### src/rtl/uart_rx_fifo.sv
// 8N1 UART receiver with 16x oversampling feeding a show-ahead byte FIFO.
// Framing errors and overrun are reported as sticky flags cleared by err_clr.
module uart_rx_fifo #(
  parameter int OVS_DIV    = 15,
  parameter int FIFO_DEPTH = 8
) (
  input  logic                          clk,
  input  logic                          reset_n,
  input  logic                          rxd,
  input  logic                          rd_en,
  input  logic                          err_clr,
  output logic [7:0]                    rx_data,
  output logic                          rx_valid,
  output logic [$clog2(FIFO_DEPTH):0]   fifo_count,
  output logic                          frame_err,
  output logic                          overrun,
  output logic                          busy
);

  localparam int AW = $clog2(FIFO_DEPTH);
  localparam int TW = (OVS_DIV > 1) ? $clog2(OVS_DIV) : 1;
  localparam logic [TW-1:0] TICK_LAST = TW'(OVS_DIV - 1);
  localparam logic [AW:0]   FULL      = (AW + 1)'(FIFO_DEPTH);

  typedef enum logic [2:0] {S_IDLE, S_START, S_DATA, S_STOP, S_BREAK} state_t;

  state_t          state, state_n;
  logic [1:0]      rst_pipe;
  logic            rst_n;
  logic            rx_meta, rxs;
  logic [TW-1:0]   tick_cnt;
  logic [3:0]      samp_cnt;
  logic            tick, samp_due;
  logic            do_shift, do_push, set_ferr;
  logic [7:0]      shreg;
  logic [2:0]      bit_idx;
  logic [7:0]      mem [FIFO_DEPTH];
  logic [AW-1:0]   wr_ptr, rd_ptr;
  logic [AW:0]     count;
  logic            pop, push_ok, drop;

  // Reset asserts immediately but releases on a clock edge.
  // NOTE: sequential state uses non-blocking assignments so every flop samples pre-edge values.
  always_ff @(posedge clk or negedge reset_n) begin
    if (!reset_n) rst_pipe <= 2'b00;
    else          rst_pipe <= {rst_pipe[0], 1'b1};
  end
  assign rst_n = rst_pipe[1];

  always_ff @(posedge clk or negedge rst_n) begin
    if (!rst_n) begin
      rx_meta <= 1'b1;
      rxs     <= 1'b1;
    end else begin
      rx_meta <= rxd;
      rxs     <= rx_meta;
    end
  end

  // Start bit is sampled at its centre (8 ticks), later bits every 16 ticks.
  assign tick     = (tick_cnt == TICK_LAST);
  assign samp_due = tick && (samp_cnt == ((state == S_START) ? 4'd7 : 4'd15));

  always_ff @(posedge clk or negedge rst_n) begin
    if (!rst_n) begin
      tick_cnt <= '0;
      samp_cnt <= '0;
    end else if (state == S_IDLE) begin
      tick_cnt <= '0;
      samp_cnt <= '0;
    end else if (tick) begin
      tick_cnt <= '0;
      samp_cnt <= samp_due ? 4'd0 : samp_cnt + 4'd1;
    end else begin
      tick_cnt <= tick_cnt + TW'(1);
    end
  end

  always_ff @(posedge clk or negedge rst_n) begin
    if (!rst_n) state <= S_IDLE;
    else        state <= state_n;
  end

  // NOTE: every output of this block gets a default first, so no latches are inferred.
  always_comb begin
    state_n  = state;
    do_shift = 1'b0;
    do_push  = 1'b0;
    set_ferr = 1'b0;
    case (state)
      S_IDLE:  if (!rxs) state_n = S_START;
      S_START: if (samp_due) state_n = rxs ? S_IDLE : S_DATA;
      S_DATA: begin
        if (samp_due) begin
          do_shift = 1'b1;
          if (bit_idx == 3'd7) state_n = S_STOP;
        end
      end
      S_STOP: begin
        if (samp_due) begin
          if (rxs) begin
            do_push = 1'b1;
            state_n = S_IDLE;
          end else begin
            set_ferr = 1'b1;
            state_n  = S_BREAK;
          end
        end
      end
      S_BREAK: if (rxs) state_n = S_IDLE;
      default: state_n = S_IDLE;
    endcase
  end

  assign busy = (state != S_IDLE);

  always_ff @(posedge clk or negedge rst_n) begin
    if (!rst_n) begin
      shreg   <= '0;
      bit_idx <= '0;
    end else begin
      if (state == S_START) bit_idx <= '0;
      if (do_shift) begin
        shreg[bit_idx] <= rxs;
        bit_idx        <= bit_idx + 3'd1;
      end
    end
  end

  // A pop in the same cycle frees the slot, so a full FIFO still accepts the push.
  assign pop     = rd_en && (count != '0);
  assign push_ok = do_push && ((count != FULL) || pop);
  assign drop    = do_push && !push_ok;

  // NOTE: the storage array has no reset; rx_valid/count qualify its contents.
  always_ff @(posedge clk) begin
    if (push_ok) mem[wr_ptr] <= shreg;
  end

  always_ff @(posedge clk or negedge rst_n) begin
    if (!rst_n) begin
      wr_ptr <= '0;
      rd_ptr <= '0;
      count  <= '0;
    end else begin
      if (push_ok) wr_ptr <= wr_ptr + AW'(1);
      if (pop)     rd_ptr <= rd_ptr + AW'(1);
      case ({push_ok, pop})
        2'b10:   count <= count + (AW + 1)'(1);
        2'b01:   count <= count - (AW + 1)'(1);
        default: count <= count;
      endcase
    end
  end

  assign rx_valid   = (count != '0);
  assign rx_data    = rx_valid ? mem[rd_ptr] : 8'h00;
  assign fifo_count = count;

  // A set event in the same cycle as err_clr takes priority.
  always_ff @(posedge clk or negedge rst_n) begin
    if (!rst_n) begin
      frame_err <= 1'b0;
      overrun   <= 1'b0;
    end else begin
      if (set_ferr)     frame_err <= 1'b1;
      else if (err_clr) frame_err <= 1'b0;
      if (drop)         overrun   <= 1'b1;
      else if (err_clr) overrun   <= 1'b0;
    end
  end

endmodule

### config.mk
export PLATFORM = sky130hd
export DESIGN_NAME = uart_rx_fifo
export DESIGN_NICKNAME = d
export VERILOG_FILES = /design/src/rtl/uart_rx_fifo.sv
export SDC_FILE = /design/constraint.sdc
export NUM_CORES = 1
export LEC_CHECK = 0
export ABC_AREA = 1
export CORE_MARGIN = 8
export CORE_UTILIZATION = 45
export DETAILED_ROUTE_END_ITERATION = 8
export GPL_ROUTABILITY_DRIVEN = 0
export PLACE_DENSITY = 0.58
export REMOVE_ABC_BUFFERS = 1
export SYNTH_ARGS = -nofsm -noshare
export SYNTH_HDL_FRONTEND = slang
export SYNTH_SLANG_ARGS = --single-unit
export TNS_END_PERCENT = 30
### constraint.sdc
create_clock -name clk -period 4.73 [get_ports clk]
set_input_delay 0.946 -clock clk [delete_from_list [all_inputs] [get_ports clk]]
set_output_delay 0.946 -clock clk [all_outputs]
set_load 0.05 [all_outputs]
==> impl_metrics.env, run 1 <==
export IMPL_maxCapViolCount=0
export IMPL_n_fill_cell=888
export IMPL_yosysMostFrequentCell="nor2_1"
export IMPL_syn_avg_cell_area_um2=11.1
export IMPL_cp_arrival_ns=2.97
export IMPL_cts_setup_buffers=0
export IMPL_grt_pass1_vias=2894
export IMPL_setup_tns_final_ns=0
export IMPL_tightest_slew_ns=1.06
export IMPL_synth_top_area_share=0.437
export IMPL_ys_top_cells_by_count="nor2_1, edfxtp_1, nand2_1, dfrtp_1, o21ai_0"
export IMPL_cp_data_required_time_ns=3.78
export IMPL_rows=36
export IMPL_grt_usage=0.141
export IMPL_die_area_mm2=0.0132
export IMPL_overflow=0
export IMPL_gr_usage_met3=0.0310
export IMPL_ios=21
export IMPL_routed_via_density=5.17
export IMPL_power_leakage_nw=2.00
export IMPL_min_period_over_period=0.828
export IMPL_end_kind="primary output"
export IMPL_cts_hold_buf=0
export IMPL_vdd_drop_max_mv=0.377
export IMPL_clk_pin_slew_worst_paths_ns=0.10
export IMPL_nets=435
export IMPL_yosysUniqueCellTypes=33
export IMPL_hpwl_um=5780
export IMPL_synthArstFlopShare=0.373
export IMPL_die_width_um=115
export IMPL_maxSlewViolCount=0
export IMPL_post_route_min_period_ns=3.92
export IMPL_ys_flop_type="edfxtp_1"
export IMPL_yosysTopAreaCell="edfxtp_1"
export IMPL_final_core_util=0.519
export IMPL_ys_ff_latch=102
export IMPL_antennaDiodeCount=0
export IMPL_core_area_mm2=0.00964
export IMPL_rsz0062_at_grt="no"
export IMPL_start_util=0.456
export IMPL_status="finished, final reports clean"
export IMPL_clk_latency_ns=0.36
export IMPL_worst_setup_path_start_kind="flop"
export IMPL_multiInputGateArea_mm2=0.00136
export IMPL_antenna_left=0
export IMPL_clk_path_buf_depth=2
export IMPL_routed_wirelength_um=8750
export IMPL_cts_tree="yes"
export IMPL_use_met1=0.176
export IMPL_finClkSkew_ns=0.0111
export IMPL_yosysSeqAreaShare=0.654
export IMPL_crit_type="reg -> out"
export IMPL_via_count=2884
export IMPL_cts_sinks=102
export IMPL_antenna_found_initial=0
export IMPL_p_per_area_mw_per_mm2=581
export IMPL_area_growth_syn_to_layout_pct=13.8
export IMPL_synth_area_leaders="edfxtp_1, dfrtp_1, nor2_1"
export IMPL_slew_headroom=0.291
export IMPL_drive_gt1_frac=0.115
export IMPL_numCtsBuffers=9
export IMPL_hold_path_class="reg -> async"
export IMPL_grt_max_degree=35
export IMPL_register_area_mm2=0.00288
export IMPL_setup_viol=0
export IMPL_cts_resized=0
export IMPL_startpoint="rd_ptr[1]"
export IMPL_grt_busiest_layer="met2"
export IMPL_gr_usage_met2=0.237
export IMPL_r2r_start="tick_cnt[0]"
export IMPL_wire_per_inst_um=15.7
export IMPL_timing_final_hold_violations=0
export IMPL_fmax_mhz=255
export IMPL_first_iter_violations=138
export IMPL_grt_pass1_wl_um=14500
export IMPL_htree_levels=3
export IMPL_synth_cells=395
export IMPL_io_buffers=20
export IMPL_critPathMaxFanout=34
export IMPL_cts_root_buffer="clkbuf_8"
export IMPL_drc=0
export IMPL_dr_pass1_iters=6
export IMPL_die_h_um=115
export IMPL_synth_edf_count=64
export IMPL_synth_area_mm2=0.00440
export IMPL_yosysWarningCount=0
==> area by class of cell <==
cell class,instances,share of cell area
clock buffers,9,0.0248
clock inverters,7,0.0205
inverters,33,0.0248
multi-input cells,247,0.271
flip-flops and latches,102,0.575
well taps,133,0.0333
repair buffers,27,0.0505
==> registers in the layout, summed over array words and instances, names as in the netlist, 4 cells and up <==
signal / cells
samp_cnt: 4
fifo_count: 4
mem: 64
tick_cnt: 4
shreg: 8
==> worst paths after layout <==
check                              endpoint  cells after the start  slack [ns]
worst max-delay path             rx_data[4]                      5        0.81
max in group asynchronous           rx_meta                      1        3.73
worst min register to register    rd_ptr[2]                      0        0.22
worst max register to register    mem[4][7]                      8        2.08
worst min-delay path              rd_ptr[2]                      0        0.22
min in group clk                rst_pipe[1]                      0        0.36
==> cell families after synthesis <==
family	synth area share
xor gates and xnor gates	0.0176
DFF	0.654
adders and majority gates	0.0302
other	0.000853
AOI/OAI and AO/OA	0.0911
and+or+nand+nor	0.164
buffers and inverters	0.0418
==> metrics by stage <==
stage | total power, mW | setup WS (ns) | std cells | area, um^2 | hold WS (ns)
detailed placement | 2.31 | 1.26 | 542 | 4780 | 0.237
floorplan | 1.94 | 1.50 | 382 | 4340 | 0.331
CTS | 2.92 | 0.854 | 558 | 5000 | 0.243
finish | 2.91 | 0.815 | 558 | 5000 | 0.217
global route | 3.08 | 0.642 | 558 | 5000 | 0.270
global placement | 2.30 | 1.31 | 542 | 4780 | 0.247
==> cell usage in the layout (no fill, tap or decap), drive strengths merged <==
cell type,netlist,routed
nand2,50,50
nor4,1,1
dfstp,2,2
nor3,11,11
clkinv,0,1
inv,33,37
xor2,6,6
a21oi,1,1
o32ai,17,17
o22ai,1,1
o31ai,1,1
fa,1,1
bufinv,0,2
clkbuf,9,9
edfxtp,64,64
o21ai,41,41
conb,1,1
ha,9,9
nand4,1,1
dfrtp,36,36
a31oi,2,2
buf,4,7
nor2,77,77
clkdlybuf4s50,0,20
o21a,2,2
xnor2,2,2
nand3,23,23
==> report_power, final <==
part	switching (mW)	total (mW)	internal (mW)
sequential	0.112	1.11	0.997
clock	0.311	0.618	0.307
combinational	0.780	1.18	0.399
total	1.20	2.91	1.70
==> metal layers <==
metal,up-vias,part of all wire
met1,1386,0.47
met4,0,0.016
met5,-,0
li1,1419,-
met3,10,0.041
met2,69,0.47
==> worst max-delay path, cell delays in order, from the launching register on <==
cell             delay, ns
dfrtp_1               1.06
o21ai_0               0.22
o32ai_1               0.16
o21ai_0               0.11
nor2_1                0.21
clkdlybuf4s50_1       0.85
Note: power is estimated with default switching activity, not from simulation.
==> inputs of run 2 (changes only) <==
==> constraint.sdc (replaced) <==
create_clock -name clk -period 3.8 [get_ports clk]
set_input_delay 0.76 -clock clk [delete_from_list [all_inputs] [get_ports clk]]
set_output_delay 0.76 -clock clk [all_outputs]
set_load 0.05 [all_outputs]
==> run 2 against run 1 <==
Compared with the run above: utilization fell by 0.58 points; worst hold slack improved by 0.081 ns; sequential share of layout area rose by 0.65 points; register-to-register slack got worse by 0.83 ns; combinational power rose by 21%; total power rose by 18%; largest cell class unchanged.
==> impl_metrics.env, run 2 (synthesized netlist as in run 1, its figures left out) <==
export IMPL_wire_per_inst_um=14.8
export IMPL_drc=0
export IMPL_worst_setup_path_start_kind="flop"
export IMPL_die_h_um=115
export IMPL_grt_pass1_wl_um=14500
export IMPL_crit_chain="inv_2, nand2_2, nor3_1, inv_1, clkdlybuf4s50_1"
export IMPL_total_power_mw=3.44
export IMPL_maxSlewViolCount=0
export IMPL_final_area_mm2=0.00495
export IMPL_via_count=2799
export IMPL_hpwl_um=5690
export IMPL_die_area_mm2=0.0132
export IMPL_area_growth_syn_to_layout_pct=12.5
export IMPL_hold_path_class="reg -> async"
export IMPL_pre_cts_ws_ns=0.961
export IMPL_ios=21
export IMPL_clk_latency_ns=0.36
export IMPL_cp_data_required_time_ns=3.04
export IMPL_cts_tree="yes"
export IMPL_reg_largest_list="mem x64, shreg x8"
export IMPL_rows=36
export IMPL_slowest_delay_ns=0.78
export IMPL_r2r_setup_slack_ns=1.25
export IMPL_setup_tns_final_ns=0
export IMPL_routed_via_density=4.98
export IMPL_status="finished, final reports clean"
export IMPL_nets=439
export IMPL_antenna_found_initial=0
export IMPL_final_cell_mix="nor2_1, edfxtp_1, nand2_1, dfrtp_1, o21ai_0"
export IMPL_vdd_drop_max_mv=0.472
export IMPL_post_route_min_period_ns=3.23
export IMPL_largest_register="mem"
export IMPL_antenna_left=0
export IMPL_final_common_cell="nor2_1"
export IMPL_grt_usage=0.140
export IMPL_timing_final_hold_violations=0
export IMPL_cts_hold_buf=0
export IMPL_core_area_mm2=0.00964
export IMPL_cp_slowest_cell="clkdlybuf4s50_1"
export IMPL_antennaDiodeCount=0
export IMPL_maxCapViolCount=0
export IMPL_grt_pass1_vias=2892
export IMPL_drive_gt1_frac=0.131
export IMPL_cts_resized=0
export IMPL_io_buffers=20
export IMPL_cts_setup_buffers=0
export IMPL_first_iter_violations=146
export IMPL_final_cells=562
export IMPL_power_leakage_nw=2.00
export IMPL_hold_slack_ns=0.297
export IMPL_dp_cells=546
export IMPL_clk_pin_slew_worst_paths_ns=0.10
export IMPL_final_core_util=0.513
export IMPL_worst_slack_ns=0.568
export IMPL_fmax_mhz=309
export IMPL_start_util=0.456
export IMPL_cts_sinks=102
export IMPL_rsz0062_at_grt="no"
export IMPL_numCtsBuffers=9
export IMPL_cts_root_buffer="clkbuf_8"
export IMPL_grt_max_degree=35
export IMPL_crit_type="reg -> out"
export IMPL_min_period_over_period=0.851
export IMPL_critPathMaxFanout=9
export IMPL_finClkSkew_ns=0.0105
export IMPL_routed_wirelength_um=8300
export IMPL_cp_arrival_ns=2.47
export IMPL_setup_viol=0
export IMPL_clk_path_buf_depth=2
export IMPL_end_kind="primary output"
export IMPL_p_per_area_mw_per_mm2=695
export IMPL_dr_pass1_iters=4
export IMPL_htree_levels=3
export IMPL_die_width_um=115
export IMPL_largest_reg_flops=64
export IMPL_overflow=0
export IMPL_tightest_slew_ns=1.03
export IMPL_placed_area_mm2=0.00477
export IMPL_slew_headroom=0.316
==> run 2: path summary, 6_finish.rpt <==
check,from,to,cells after the start
worst max-delay path,fifo_count[0],rx_valid,5
worst min-delay path,rst_pipe[1],state[1],0
worst max register to register,tick_cnt[0],fifo_count[3],18
worst min register to register,rst_pipe[1],state[1],0
max in group asynchronous,rst_pipe[1],shreg[4],1
min in group clk,rx_meta,rxs,0
==> run 2: critical path: cells and delay by family, from the launching register on <==
family        cells  cell delay, ns
flops             1            0.46
buf+inv           3            1.16
simple gates      2            0.49
==> run 2: cell type report <==
class / count / area, um^2
clock inverter: 7 / 56.3
sequential: 102 / 2880
clock buffer: 9 / 124
inverter: 33 / 124
tap: 133 / 166
timing repair buffer: 31 / 263
fill: 900 / 4690
multi-input combinational: 247 / 1340
==> run 2: per-layer routing <==
| metal | vias to the layer above | track usage | wire, um |
|---|---|---|---|
| li1 | 1430 | - | - |
| met1 | 1319 | 0.177 | 3890 |
| met5 | - | 0 | 0 |
| met3 | 2 | 0.0331 | 366 |
| met2 | 48 | 0.232 | 4010 |
| met4 | 0 | 0.0490 | 31 |
==> run 2: report_power, final <==
| group | switching [mW] | internal (mW) | leakage (nW) |
|---|---|---|---|
| sequential | 0.134 | 1.24 | 1.14 |
| combinational | 0.963 | 0.466 | 0.773 |
| clock | 0.385 | 0.246 | 0.0858 |
